$ cat src/rtl/axi_lite_master_bridge_if.sv
// axi_lite_master_bridge_if: AXI-Lite channel bundle between the CPU bridge and a slave
interface axi_lite_master_bridge_if #(
    parameter int ADDR_WIDTH = 32,
    parameter int DATA_WIDTH = 32
);
    logic [ADDR_WIDTH-1:0]   awaddr;
    logic                    awvalid;
    logic                    awready;
    logic [DATA_WIDTH-1:0]   wdata;
    logic [DATA_WIDTH/8-1:0] wstrb;
    logic                    wvalid;
    logic                    wready;
    logic [1:0]              bresp;
    logic                    bvalid;
    logic                    bready;
    logic [ADDR_WIDTH-1:0]   araddr;
    logic                    arvalid;
    logic                    arready;
    logic [DATA_WIDTH-1:0]   rdata;
    logic [1:0]              rresp;
    logic                    rvalid;
    logic                    rready;

    modport master (
        output awaddr, awvalid, wdata, wstrb, wvalid, bready, araddr, arvalid, rready,
        input  awready, wready, bresp, bvalid, arready, rdata, rresp, rvalid
    );

    modport slave (
        input  awaddr, awvalid, wdata, wstrb, wvalid, bready, araddr, arvalid, rready,
        output awready, wready, bresp, bvalid, arready, rdata, rresp, rvalid
    );
endinterface

$ cat src/rtl/axi_lite_master_bridge.sv
// axi_lite_master_bridge: single-outstanding CPU load/store to AXI-Lite initiator
module axi_lite_master_bridge #(
    parameter int ADDR_WIDTH = 32,
    parameter int DATA_WIDTH = 32
) (
    input  logic                    clk,
    input  logic                    rstn,
    input  logic                    i_cpu_req,
    input  logic                    i_cpu_we,
    input  logic [ADDR_WIDTH-1:0]   i_cpu_addr,
    input  logic [DATA_WIDTH-1:0]   i_cpu_wdata,
    input  logic [DATA_WIDTH/8-1:0] i_cpu_wstrb,
    output logic                    o_cpu_ready,
    output logic                    o_cpu_done,
    output logic [DATA_WIDTH-1:0]   o_cpu_rdata,
    output logic                    o_cpu_err,
    axi_lite_master_bridge_if.master m_axi
);
    typedef enum logic [2:0] {IDLE, WR_REQ, WR_RESP, RD_REQ, RD_DATA} state_t;

    state_t                  r_state;
    state_t                  w_next;
    logic [ADDR_WIDTH-1:0]   r_addr;
    logic [DATA_WIDTH-1:0]   r_wdata;
    logic [DATA_WIDTH/8-1:0] r_wstrb;
    logic                    r_awvalid;
    logic                    r_wvalid;
    logic                    r_done;
    logic                    r_err;
    logic [DATA_WIDTH-1:0]   r_rdata;
    logic                    w_accept;
    logic                    w_aw_clear;
    logic                    w_w_clear;
    logic                    w_b_hs;
    logic                    w_r_hs;

    assign w_accept   = (r_state == IDLE) && i_cpu_req;
    // A write channel counts as finished once its VALID is low or is being accepted now
    assign w_aw_clear = !r_awvalid || m_axi.awready;
    assign w_w_clear  = !r_wvalid || m_axi.wready;
    assign w_b_hs     = (r_state == WR_RESP) && m_axi.bvalid;
    assign w_r_hs     = (r_state == RD_DATA) && m_axi.rvalid;

    assign m_axi.awaddr  = r_addr;
    assign m_axi.araddr  = r_addr;
    assign m_axi.wdata   = r_wdata;
    assign m_axi.wstrb   = r_wstrb;
    assign m_axi.awvalid = r_awvalid;
    assign m_axi.wvalid  = r_wvalid;
    assign o_cpu_done    = r_done;
    assign o_cpu_err     = r_err;
    assign o_cpu_rdata   = r_rdata;

    // State register; reset abandons any transaction in flight
    always_ff @(posedge clk or negedge rstn) begin
        if (!rstn) r_state <= IDLE;
        else       r_state <= w_next;
    end

    // Next state plus the handshake signals decoded straight from the state
    always_comb begin
        w_next        = r_state;
        o_cpu_ready   = 1'b0;
        m_axi.arvalid = 1'b0;
        m_axi.bready  = 1'b0;
        m_axi.rready  = 1'b0;
        case (r_state)
            IDLE: begin
                o_cpu_ready = 1'b1;
                if (i_cpu_req) w_next = i_cpu_we ? WR_REQ : RD_REQ;
            end
            WR_REQ: if (w_aw_clear && w_w_clear) w_next = WR_RESP;
            WR_RESP: begin
                m_axi.bready = 1'b1;
                if (m_axi.bvalid) w_next = IDLE;
            end
            RD_REQ: begin
                m_axi.arvalid = 1'b1;
                if (m_axi.arready) w_next = RD_DATA;
            end
            RD_DATA: begin
                m_axi.rready = 1'b1;
                if (m_axi.rvalid) w_next = IDLE;
            end
            default: w_next = IDLE;
        endcase
    end

    // Request latch, independent AW/W VALID tracking and the CPU completion registers
    always_ff @(posedge clk or negedge rstn) begin
        if (!rstn) begin
            r_addr    <= '0;
            r_wdata   <= '0;
            r_wstrb   <= '0;
            r_awvalid <= 1'b0;
            r_wvalid  <= 1'b0;
            r_done    <= 1'b0;
            r_err     <= 1'b0;
            r_rdata   <= '0;
        end else begin
            r_done <= w_b_hs || w_r_hs;
            if (w_accept) begin
                r_addr    <= i_cpu_addr;
                r_wdata   <= i_cpu_wdata;
                r_wstrb   <= i_cpu_wstrb;
                r_awvalid <= i_cpu_we;
                r_wvalid  <= i_cpu_we;
            end else begin
                if (m_axi.awready) r_awvalid <= 1'b0;
                if (m_axi.wready)  r_wvalid  <= 1'b0;
            end
            if (w_b_hs) r_err <= m_axi.bresp >= 2'b10;
            if (w_r_hs) begin
                r_err   <= m_axi.rresp >= 2'b10;
                r_rdata <= m_axi.rdata;
            end
        end
    end
endmodule
$ cat src/flat_wrapper.sv
// flat-port wrapper written by rule: the top's interface ports become plain ports
module axi_lite_master_bridge_flat 
#(
    parameter int ADDR_WIDTH = 32,
    parameter int DATA_WIDTH = 32
)
  (clk, rstn, i_cpu_req, i_cpu_we, i_cpu_addr, i_cpu_wdata, i_cpu_wstrb, o_cpu_ready, o_cpu_done, o_cpu_rdata, o_cpu_err, m_axi_awaddr, m_axi_awvalid, m_axi_wdata, m_axi_wstrb, m_axi_wvalid, m_axi_bready, m_axi_araddr, m_axi_arvalid, m_axi_rready, m_axi_awready, m_axi_wready, m_axi_bresp, m_axi_bvalid, m_axi_arready, m_axi_rdata, m_axi_rresp, m_axi_rvalid);
  axi_lite_master_bridge_if #(.ADDR_WIDTH(ADDR_WIDTH), .DATA_WIDTH(DATA_WIDTH)) m_axi_i ();
  input  logic clk;
  input  logic rstn;
  input  logic i_cpu_req;
  input  logic i_cpu_we;
  input  logic [ADDR_WIDTH-1:0] i_cpu_addr;
  input  logic [DATA_WIDTH-1:0] i_cpu_wdata;
  input  logic [DATA_WIDTH/8-1:0] i_cpu_wstrb;
  output logic o_cpu_ready;
  output logic o_cpu_done;
  output logic [DATA_WIDTH-1:0] o_cpu_rdata;
  output logic o_cpu_err;
  output wire logic [$bits(m_axi_i.awaddr)-1:0] m_axi_awaddr;
  output wire logic [$bits(m_axi_i.awvalid)-1:0] m_axi_awvalid;
  output wire logic [$bits(m_axi_i.wdata)-1:0] m_axi_wdata;
  output wire logic [$bits(m_axi_i.wstrb)-1:0] m_axi_wstrb;
  output wire logic [$bits(m_axi_i.wvalid)-1:0] m_axi_wvalid;
  output wire logic [$bits(m_axi_i.bready)-1:0] m_axi_bready;
  output wire logic [$bits(m_axi_i.araddr)-1:0] m_axi_araddr;
  output wire logic [$bits(m_axi_i.arvalid)-1:0] m_axi_arvalid;
  output wire logic [$bits(m_axi_i.rready)-1:0] m_axi_rready;
  input wire logic [$bits(m_axi_i.awready)-1:0] m_axi_awready;
  input wire logic [$bits(m_axi_i.wready)-1:0] m_axi_wready;
  input wire logic [$bits(m_axi_i.bresp)-1:0] m_axi_bresp;
  input wire logic [$bits(m_axi_i.bvalid)-1:0] m_axi_bvalid;
  input wire logic [$bits(m_axi_i.arready)-1:0] m_axi_arready;
  input wire logic [$bits(m_axi_i.rdata)-1:0] m_axi_rdata;
  input wire logic [$bits(m_axi_i.rresp)-1:0] m_axi_rresp;
  input wire logic [$bits(m_axi_i.rvalid)-1:0] m_axi_rvalid;
  assign m_axi_awaddr = m_axi_i.awaddr;
  assign m_axi_awvalid = m_axi_i.awvalid;
  assign m_axi_wdata = m_axi_i.wdata;
  assign m_axi_wstrb = m_axi_i.wstrb;
  assign m_axi_wvalid = m_axi_i.wvalid;
  assign m_axi_bready = m_axi_i.bready;
  assign m_axi_araddr = m_axi_i.araddr;
  assign m_axi_arvalid = m_axi_i.arvalid;
  assign m_axi_rready = m_axi_i.rready;
  assign m_axi_i.awready = m_axi_awready;
  assign m_axi_i.wready = m_axi_wready;
  assign m_axi_i.bresp = m_axi_bresp;
  assign m_axi_i.bvalid = m_axi_bvalid;
  assign m_axi_i.arready = m_axi_arready;
  assign m_axi_i.rdata = m_axi_rdata;
  assign m_axi_i.rresp = m_axi_rresp;
  assign m_axi_i.rvalid = m_axi_rvalid;
  axi_lite_master_bridge #(.ADDR_WIDTH(ADDR_WIDTH), .DATA_WIDTH(DATA_WIDTH)) u_core (.clk(clk), .rstn(rstn), .i_cpu_req(i_cpu_req), .i_cpu_we(i_cpu_we), .i_cpu_addr(i_cpu_addr), .i_cpu_wdata(i_cpu_wdata), .i_cpu_wstrb(i_cpu_wstrb), .o_cpu_ready(o_cpu_ready), .o_cpu_done(o_cpu_done), .o_cpu_rdata(o_cpu_rdata), .o_cpu_err(o_cpu_err), .m_axi(m_axi_i));
endmodule
$ cat config.mk
export PLATFORM = sky130hd
export DESIGN_NAME = axi_lite_master_bridge_flat
export DESIGN_NICKNAME = d
export VERILOG_FILES = /design/src/rtl/axi_lite_master_bridge_if.sv /design/src/rtl/axi_lite_master_bridge.sv /design/src/flat_wrapper.sv
export SDC_FILE = /design/constraint.sdc
export NUM_CORES = 1
export LEC_CHECK = 0
export ABC_AREA = 0
export CORE_MARGIN = 2
export CORE_UTILIZATION = 38
export DETAILED_ROUTE_END_ITERATION = 8
export PLACE_DENSITY_LB_ADDON = 0.1
export SYNTH_ARGS = -nofsm -noshare
export SYNTH_HDL_FRONTEND = slang
export SYNTH_SLANG_ARGS = --single-unit
export TNS_END_PERCENT = 1
$ cat constraint.sdc
create_clock -name clk -period 2.05 [get_ports clk]
set_clock_uncertainty 0.15 [all_clocks]
set_input_delay 0.41 -clock clk [delete_from_list [all_inputs] [get_ports clk]]
set_output_delay 0.41 -clock clk [all_outputs]
set_load 0.05 [all_outputs]
== Word level (Yosys, flattened, before mapping) ==
Index checks and enable logic that the tools add are counted.

* Logic and storage cells: 51
* Bits of input ports: 113
* Output and inout port bits: 140
* Register bits: 107

* Equal/unequal tests: 9
* Order comparisons: 2
* Multiplexer cells: 17
* Reductions and logical operators: 14

{| class="wikitable"
|+ Operators by type and width
! operator !! number
|-
| 3-bit two-way mux || 5
|-
| 3-bit one-hot mux with 5 select lines || 1
|-
| 1-bit two-way mux || 10
|-
| 2-bit inequality test, second input constant || 4
|-
| 3-bit by 2-bit equality test with 1-bit output, second input constant || 2
|-
| 2-bit nonzero test || 3
|-
| 5-bit AND reduction || 1
|-
| 2-bit >= comparator, second input constant || 2
|-
| 1-bit logical AND || 4
|-
| 3-bit by 1-bit equality test with 1-bit output, second input constant || 1
|-
| 3-bit equality test, second input constant || 1
|-
| 3-bit zero test || 1
|-
| 1-bit logical OR || 3
|-
| 1-bit zero test || 2
|-
| 2-bit two-way mux || 1
|-
| 2-bit by 1-bit inequality test with 1-bit output, second input constant || 1
|}

== Logic depth before layout (Yosys ltp) ==
Gate-level depths: netlist of run 1.

* Depth after elaboration: 5
* Depth in mapped cells: 6
* Depth with buffers taken out: 3

== Least setup slack after synthesis of run 1 ==
Ideal clock, no wire load.

* Path kind: register to output
* Start: reg u_core.r_state[0]
* End: out m_axi_rready
* Buffers on the path: 1
* Slack: -0.354 ns
* Stages on the path, launching flop included: 3
* Arrival: 1.844 ns
* Cell sequence: dfrtp_1 clkbuf_1 nor3b_1

* Cells in the longest elaborated chain, start to end: 2

{| class="wikitable"
|+ RTL lines
! what !! line !! source
|-
| start: declaration || axi_lite_master_bridge.sv:21 || <nowiki>state_t r_state;</nowiki>
|-
| start signal: assignment || axi_lite_master_bridge.sv:57 || <nowiki>else r_state <= w_next;</nowiki>
|-
| 3-bit equality test || axi_lite_master_bridge.sv:67 || <nowiki>case (r_state)</nowiki>
|-
| 1-bit two-way mux || axi_lite_master_bridge.sv:67 ||
|-
| end: declaration || flat_wrapper.sv:28 || <nowiki>output wire logic [$bits(m_axi_i.rready)-1:0] m_axi_rready;</nowiki>
|}

Every way passes these cells.

== Worst setup path after layout of run 1 ==
* Start: reg u_core.r_state[0]
* End: out m_axi_bready

* Cells in the longest elaborated chain, start to end: 2

{| class="wikitable"
|+ RTL lines
! what !! line !! source
|-
| 3-bit by 2-bit equality test with 1-bit output || axi_lite_master_bridge.sv:67 ||
|-
| 1-bit two-way mux || axi_lite_master_bridge.sv:67 ||
|-
| end: declaration || flat_wrapper.sv:25 || <nowiki>output wire logic [$bits(m_axi_i.bready)-1:0] m_axi_bready;</nowiki>
|}

Every way passes these cells.

==> qor_table.md, run 1 <==
| Quantity | Value |
|:---|:---|
| Summed instance area of the synthesized netlist | 0.004402 mm2 |
| Number of max-capacitance violations reported | 0 |
| Placer congestion estimate | 0.7372 |
| Buffering stage count on the worst path with inverters included | 2 |
| CP cell instances | buf_4 -> nor3b_2 -> buf_12 |
| Final Hold Violating Endpoints | 9 |
| Total global routing track utilization | 0.1711 |
| Crit-path max FO | 7 |
| Mean instance size in the synthesized netlist | 15.72 um2 |
| Library cell used as clock root buffer | clkbuf_16 |
| 1st-pass router iterations | 4 |
| Met1 track utilization from global routing | 0.2178 |
| Vias after detailed routing | 3008 |
| Core region area | 0.01137 mm2 |
| CP Launch Type | flip-flop |
| Die Width | 111.6 um |
| Initial standard-cell utilization of the core | 0.3871 |
| Port-buffer cells | 250 |
| Number of sinks driven by the clock tree | 107 |
| Final HPWL from detailed placement | 7723 um |
| Boundary pin count | 253 |
| Number of remaining DRC errors | 0 |
| Ys Warns | 0 |
| Final net count | 621 |
| Period utilization | 0.9678 |
| Syn nets | 393 |
| Instance count of the mapped netlist | 280 |
| Worst Path Required | 1490 ps |
| Setup repair after global routing missed its margin | true |
| Die footprint | 0.01246 mm2 |
| Slew Viols, Final | 0 |
| Worst endpoint data arrival time | 1420 ps |
| Most heavily used metal layer in global routing | met2 |
| Detail Route Antenna Nets | 0 |
| Most used cells in the layout excluding fill and tap cells | buf_4 (110), clkdlybuf4s50_1 (109), dfrtp_1 (104) |
| First-pass GRT wire length | 16940 um |
| Pin count of the biggest net entering global routing | 108 |
| Antenna violations before repair | 0 |
| Actual transition at the worst max-transition pin | 572.4 ps |
| Rows | 39 |
| Worst-skew pair later-pin latency | 330 ps |
| CP peak stage delay | 480 ps |
| Crit path time final | 1984 ps |
| Share of synthesized area occupied by flip-flops and latches | 0.6083 |
| Critical-path top delay cell | dfrtp_2 |
| WL/cell | 15.82 um |
| Clock tree from TritonCTS | done |
| Failing checks | negative hold slack |
| Fmax | 0.5040 GHz |
| Cell variety after synth | 28 |
| Fraction of layout cells with a size suffix above 1 | 0.4659 |
| Critical path class | reg2out |
| Worst Hold Margin | -23.87 ps |
| Chip height | 111.6 um |
| Worst min-delay path category | in2async |
| Delay-heaviest family, CP | flip-flops |
| Average vias per placed instance | 4.585 |
| Diodes inserted | 0 |
| Status | complete, but fails checks |
| Number of levels in the clock H-tree | 3 |
| Most common library cell in the layout ignoring fill and taps | buf_4 |
| Met3 GRT Util | 0.06641 |
| Global-route met2 utilization | 0.2747 |
| Synthesis-stage register bit count | 107 |
| Total of fill cells in the finished design | 918 |
| First-iteration detailed-routing DRC count | 81 |
| Vias in the first global route | 3146 |
| Post-detailed-routing wire length | 10380 um |
| CTS Buf Count | 9 |
| Worst-path clk slew | 70 ps |
| Leftover overflow at the end of global routing | 0 |
| Normalized max-slew margin | 0.6184 |
| Signed area change from the synthesized netlist to the final layout | 59.15% |
| Longest Clk Path Bufs | 2 |
| CP endpoint kind | output pin |
| Final setup fails | 0 |
[flip-flops by register name, indices dropped and copies added (netlist names)]
register,count
u_core.m_axi.awvalid,1
u_core.m_axi.wdata,32
u_core.m_axi.wvalid,1
u_core.r_state,3
u_core.m_axi.araddr,32
u_core.m_axi.wstrb,4
u_core.o_cpu_done,1
u_core.o_cpu_err,1
u_core.o_cpu_rdata,32
[stage by stage]
| stage | cells | utilization | setup slack (ps) | TNS (ps) | cell area, um2 |
|---|---|---|---|---|---|
| final | 656 | 0.6162 | 65.94 | 0 | 7005 |
| after global routing | 656 | 0.6162 | -18.25 | -18.25 | 7005 |
| after CTS | 656 | 0.6153 | 19.99 | 0 | 6995 |
| after detailed placement | 640 | 0.5905 | -72.79 | -3081 | 6714 |
| after global placement | 640 | 0.5905 | -57.93 | -2214 | 6714 |
| after floorplan | 280 | - | -328.2 | -572.8 | 4407 |
[cells in the mapped netlist (all sizes together)]
| library cell | count | area [um2] |
|---|---|---|
| a21oi | 1 | 5.000 |
| a22o | 1 | 8.760 |
| a311o | 1 | 10.01 |
| a31oi | 1 | 6.260 |
| and3b | 1 | 8.760 |
| and4bb | 1 | 12.51 |
| buf | 44 | 350.3 |
| clkbuf | 2 | 8.750 |
| dfrtp | 107 | 2678 |
| inv | 1 | 3.750 |
| mux2 | 100 | 1164 |
| mux2i | 2 | 20.02 |
| nand2 | 2 | 7.510 |
| nand2b | 2 | 12.51 |
| nand3b | 2 | 15.01 |
| nor2 | 2 | 7.510 |
| nor3 | 1 | 5.000 |
| nor3b | 2 | 15.01 |
| nor4b | 1 | 23.77 |
| nor4bb | 1 | 10.01 |
| o21ai | 3 | 15.01 |
| o41ai | 1 | 8.760 |
| or2 | 1 | 6.260 |
[final timing paths]
kind / start / endpoint / slack (ps) / cells after the start
min: rstn / u_core.m_axi.araddr[19]$_DFFE_PN0P_ / -20 / 2
min reg2reg: u_core.m_axi.wdata[11]$_DFFE_PN0P_ / u_core.m_axi.wdata[11]$_DFFE_PN0P_ / 330 / 1
min in group clk: u_core.m_axi.wdata[11]$_DFFE_PN0P_ / u_core.m_axi.wdata[11]$_DFFE_PN0P_ / 330 / 1
max: u_core.r_state[0]$_DFFE_PN0P_ / m_axi_bready / 70 / 3
max in group asynchronous: rstn / u_core.r_state[2]$_DFFE_PN0P_ / 1300 / 2
max reg2reg: u_core.r_state[1]$_DFFE_PN0P_ / u_core.o_cpu_rdata[26]$_DFFE_PN0P_ / 260 / 4
[kinds of logic (layout without fill, tap and decap cells)]
kind of cell / after synthesis / count (layout) / share of synthesized area
buffers and inverters: 47 / 280 / 0.08243
DFF: 107 / 107 / 0.6083
and+or+nand+nor: 16 / 16 / 0.02814
muxes: 102 / 102 / 0.2689
AOI/OAI and AO/OA: 8 / 8 / 0.01222
[what timing repair did]
item,CTS,global route
cloned,0,0
buffers inserted,0,0
setup endpoints to repair,33,3
hold buffers,0,0
gates resized for setup,33,4
[area by class of cell]
cell class	count	area [um2]	area share
Multi-Input combinational cell	126	1383	0.1974
Sequential cell	107	2681	0.3827
Clock buffer	11	232.7	0.03322
Clock inverter	5	77.57	0.01107
Timing Repair Buffer	263	2449	0.3495
Tap cell	143	178.9	0.02554
Inverter	1	3.754	0.0005358
[per-layer routing]
| metal | share of wire | vias to the layer above |
|---|---|---|
| met2 | 0.49 | 148 |
| li1 | - | 1395 |
| met3 | 0.092 | 9 |
| met4 | 0.013 | 0 |
| met5 | 0 | - |
| met1 | 0.41 | 1456 |
Power of run 1 is not shown: default switching activity piles up to over one toggle a cycle in this logic, so the estimate is an artifact.
==> run 2: changes to the inputs <==
--- a/config.mk
+++ b/config.mk
@@ -6,9 +6,10 @@
 export NUM_CORES = 1
 export LEC_CHECK = 0
 export ABC_AREA = 0
-export CORE_MARGIN = 2
-export CORE_UTILIZATION = 38
+export CORE_AREA = 2 2 98 100
 export DETAILED_ROUTE_END_ITERATION = 8
+export DIE_AREA = 0 0 100 102
+export DONT_BUFFER_PORTS = 1
 export PLACE_DENSITY_LB_ADDON = 0.1
 export SYNTH_ARGS = -nofsm -noshare
 export SYNTH_HDL_FRONTEND = slang
==> qor_table.md, run 2 (synthesis results as in run 1) <==
| Quantity | Value | vs previous |
|:---|:---|:---|
| Placer congestion estimate | 0.7309 | was 0.7372 |
| Final HPWL from detailed placement | 6143 um | was 7723 um |
| Status | complete, but fails checks | unchanged |
| Final setup fails | 0 | unchanged |
| Post-route cell area | 0.004521 mm2 | was 0.007005 mm2 |
| Signed area change from the synthesized netlist to the final layout | 2.700% | was 59.15% |
| CP endpoint kind | output pin | unchanged |
| Post-detailed-routing wire length | 8575 um | was 10380 um |
| Detail Route Antenna Nets | 0 | unchanged |
| Buffering stage count on the worst path with inverters included | 2 | unchanged |
| Vias in the first global route | 2097 | was 3146 |
| Die Width | 100 um | was 111.6 um |
| Boundary pin count | 253 | unchanged |
| Setup repair after global routing missed its margin | false | was true |
| Worst Hold Margin | -411.8 ps | was -23.87 ps |
| Initial standard-cell utilization of the core | 0.4832 | was 0.3871 |
| Final net count | 375 | was 621 |
| CTS Buf Count | 9 | unchanged |
| Number of remaining DRC errors | 0 | unchanged |
| Critical path class | reg2out | unchanged |
| Chip height | 102 um | was 111.6 um |
| Final core utilization | 0.4963 | was 0.6162 |
| WL/cell | 22.75 um | was 15.82 um |
| Die footprint | 0.01020 mm2 | was 0.01246 mm2 |
| Worst-path clk slew | 100 ps | was 70 ps |
| Normalized max-slew margin | 0.3695 | was 0.6184 |
| Number of sinks driven by the clock tree | 107 | unchanged |
| Final Hold Violating Endpoints | 107 | was 9 |
| Fmax | 0.5118 GHz | was 0.5040 GHz |
| Period utilization | 0.9530 | was 0.9678 |
| Worst min-delay path category | in2async | unchanged |
| Longest Clk Path Bufs | 2 | unchanged |
| Pin count of the biggest net entering global routing | 108 | unchanged |
| Reg-to-reg setup timing slack | 200 ps | was 260 ps |
| Core region area | 0.009109 mm2 | was 0.01137 mm2 |
| Number of cells on the worst reg-to-reg path | 3 | was 4 |
| Postcts setup bufs | 0 | unchanged |
| Crit-path max FO | 8 | was 7 |
| First-pass GRT wire length | 12190 um | was 16940 um |
| Antenna violations before repair | 0 | unchanged |
| Leftover overflow at the end of global routing | 0 | unchanged |
| Actual transition at the worst max-transition pin | 945.7 ps | was 572.4 ps |
| Diodes inserted | 0 | unchanged |
| Setup TNS | 0 ps | unchanged |
| Slew Viols, Final | 0 | unchanged |
| Rows | 35 | was 39 |
| Most used cells in the layout excluding fill and tap cells | dfrtp_1 (106), mux2_2 (83), buf_4 (15) | was buf_4 (110), clkdlybuf4s50_1 (109), dfrtp_1 (104) |
| Critical register-to-register path endpoint | u_core.m_axi.wdata[0]$_DFFE_PN0P_ | was u_core.o_cpu_rdata[26]$_DFFE_PN0P_ |
| 1st-pass router iterations | 5 | was 4 |
| Crit path top cell by count | buf_4 |  |
| CP peak stage delay | 480 ps | about the same |
| CP Launch Type | flip-flop | unchanged |
| Number of levels in the clock H-tree | 3 | unchanged |
| Critical-path top delay cell | dfrtp_2 | unchanged |
| Clock tree from TritonCTS | done | unchanged |
| Total global routing track utilization | 0.1585 | was 0.1711 |
| Fraction of layout cells with a size suffix above 1 | 0.4887 | was 0.4659 |
| CP cell instances | buf_4 -> nor3_1 -> buf_4 | was buf_4 -> nor3b_2 -> buf_12 |
| Delay-heaviest family, CP | flip-flops | unchanged |
| Most common library cell in the layout ignoring fill and taps | dfrtp_1 | was buf_4 |
| First-iteration detailed-routing DRC count | 42 | was 81 |
| Worst-skew pair later-pin latency | 350 ps | was 330 ps |
| Port-buffer cells | 0 | was 250 |
| Failing checks | negative hold slack | unchanged |
| Worst Path Required | 1490 ps | about the same |
| Total of fill cells in the finished design | 809 | was 918 |
| Vias after detailed routing | 2100 | was 3008 |
| Crit path time final | 1954 ps | was 1984 ps |
| Library cell used as clock root buffer | clkbuf_8 | was clkbuf_16 |
| Startpoint of the lowest-slack register-to-register path | u_core.r_state[2]$_DFFE_PN0P_ | was u_core.r_state[1]$_DFFE_PN0P_ |
| Average vias per placed instance | 5.570 | was 4.585 |
| Total cell area at the placement stage | 0.004344 mm2 | was 0.006714 mm2 |
| Worst endpoint data arrival time | 1390 ps | was 1420 ps |
| Number of max-capacitance violations reported | 0 | unchanged |
==> run 2: changes by cell type in the layout (fill, tap and decap cells not counted), moves of 9 or more <==
cell and change:
clkdlybuf4s50_1 -109, buf_12 -11, dlygate4sd2_1 -31, clkbuf_8 +10, buf_4 -95, clkbuf_16 -9
==> run 2: how the worst max path moves through the flow <==
stage / from / to / slack (ps) / cells after the start
2_1_floorplan: u_core.r_state[0]$_DFFE_PN0P_ / m_axi_bready / -330 / 2
3_3_place_gp: u_core.r_state[0]$_DFFE_PN0P_ / u_core.m_axi.araddr[19]$_DFFE_PN0P_ / 220 / 3
3_5_place_dp: u_core.r_state[0]$_DFFE_PN0P_ / u_core.m_axi.araddr[4]$_DFFE_PN0P_ / 200 / 3
4_1_cts: u_core.r_state[0]$_DFFE_PN0P_ / o_cpu_ready / 20 / 3
5_1_grt: u_core.r_state[2]$_DFFE_PN0P_ / m_axi_rready / 10 / 2
6_report: u_core.r_state[0]$_DFFE_PN0P_ / o_cpu_ready / 100 / 3
==> run 2: repair_timing <==
item | CTS | global route
resized for setup | 0 | 1
setup endpoints to repair | 0 | 2
hold endpoints to repair | 107 | 107
==> run 2: area by class of cell <==
cell class              count  area [um2]  area share
clock buffers              11       141.4     0.03128
clock inverters             4       33.78    0.007473
inverters                   1       3.754   0.0008303
multi-input cells         126        1371      0.3033
flip-flops and latches    107        2679      0.5926
well taps                 111       138.9     0.03072
repair buffers             17       152.6     0.03377
==> run 2: per-stage QoR <==
| step | hold slack [ps] | instances | worst slack [ps] |
|---|---|---|---|
| finish | -411.8 | 377 | 96.28 |
| global route | -447.7 | 377 | 10.34 |
| CTS | -439.2 | 377 | 22.70 |
| detailed placement | -34.13 | 362 | 203.7 |
| global placement | -33.72 | 362 | 223.0 |
| floorplan | -35.59 | 280 | -328.2 |
==> run 2: per-layer routing <==
| metal | up-vias | share of wire | track usage |
|---|---|---|---|
| met5 | - | 0 | 0 |
| met2 | 142 | 0.50 | 0.2640 |
| met1 | 1041 | 0.36 | 0.1725 |
| met3 | 12 | 0.13 | 0.08208 |
| li1 | 905 | - | - |
| met4 | 0 | 0.014 | 0.06428 |
Power of run 2 is left out for the same reason.
==> run 3: changes to the inputs <==
--- a/config.mk
+++ b/config.mk
@@ -6,6 +6,7 @@
 export NUM_CORES = 1
 export LEC_CHECK = 0
 export ABC_AREA = 0
+export ABC_CLOCK_PERIOD_IN_PS = 2050
 export CORE_AREA = 2 2 98 100
 export DETAILED_ROUTE_END_ITERATION = 8
 export DIE_AREA = 0 0 100 102
==> results of run 3 <==
Final layout, timing and power as in run 2 (identical DEF).
Power of run 3 is left out for the same reason.
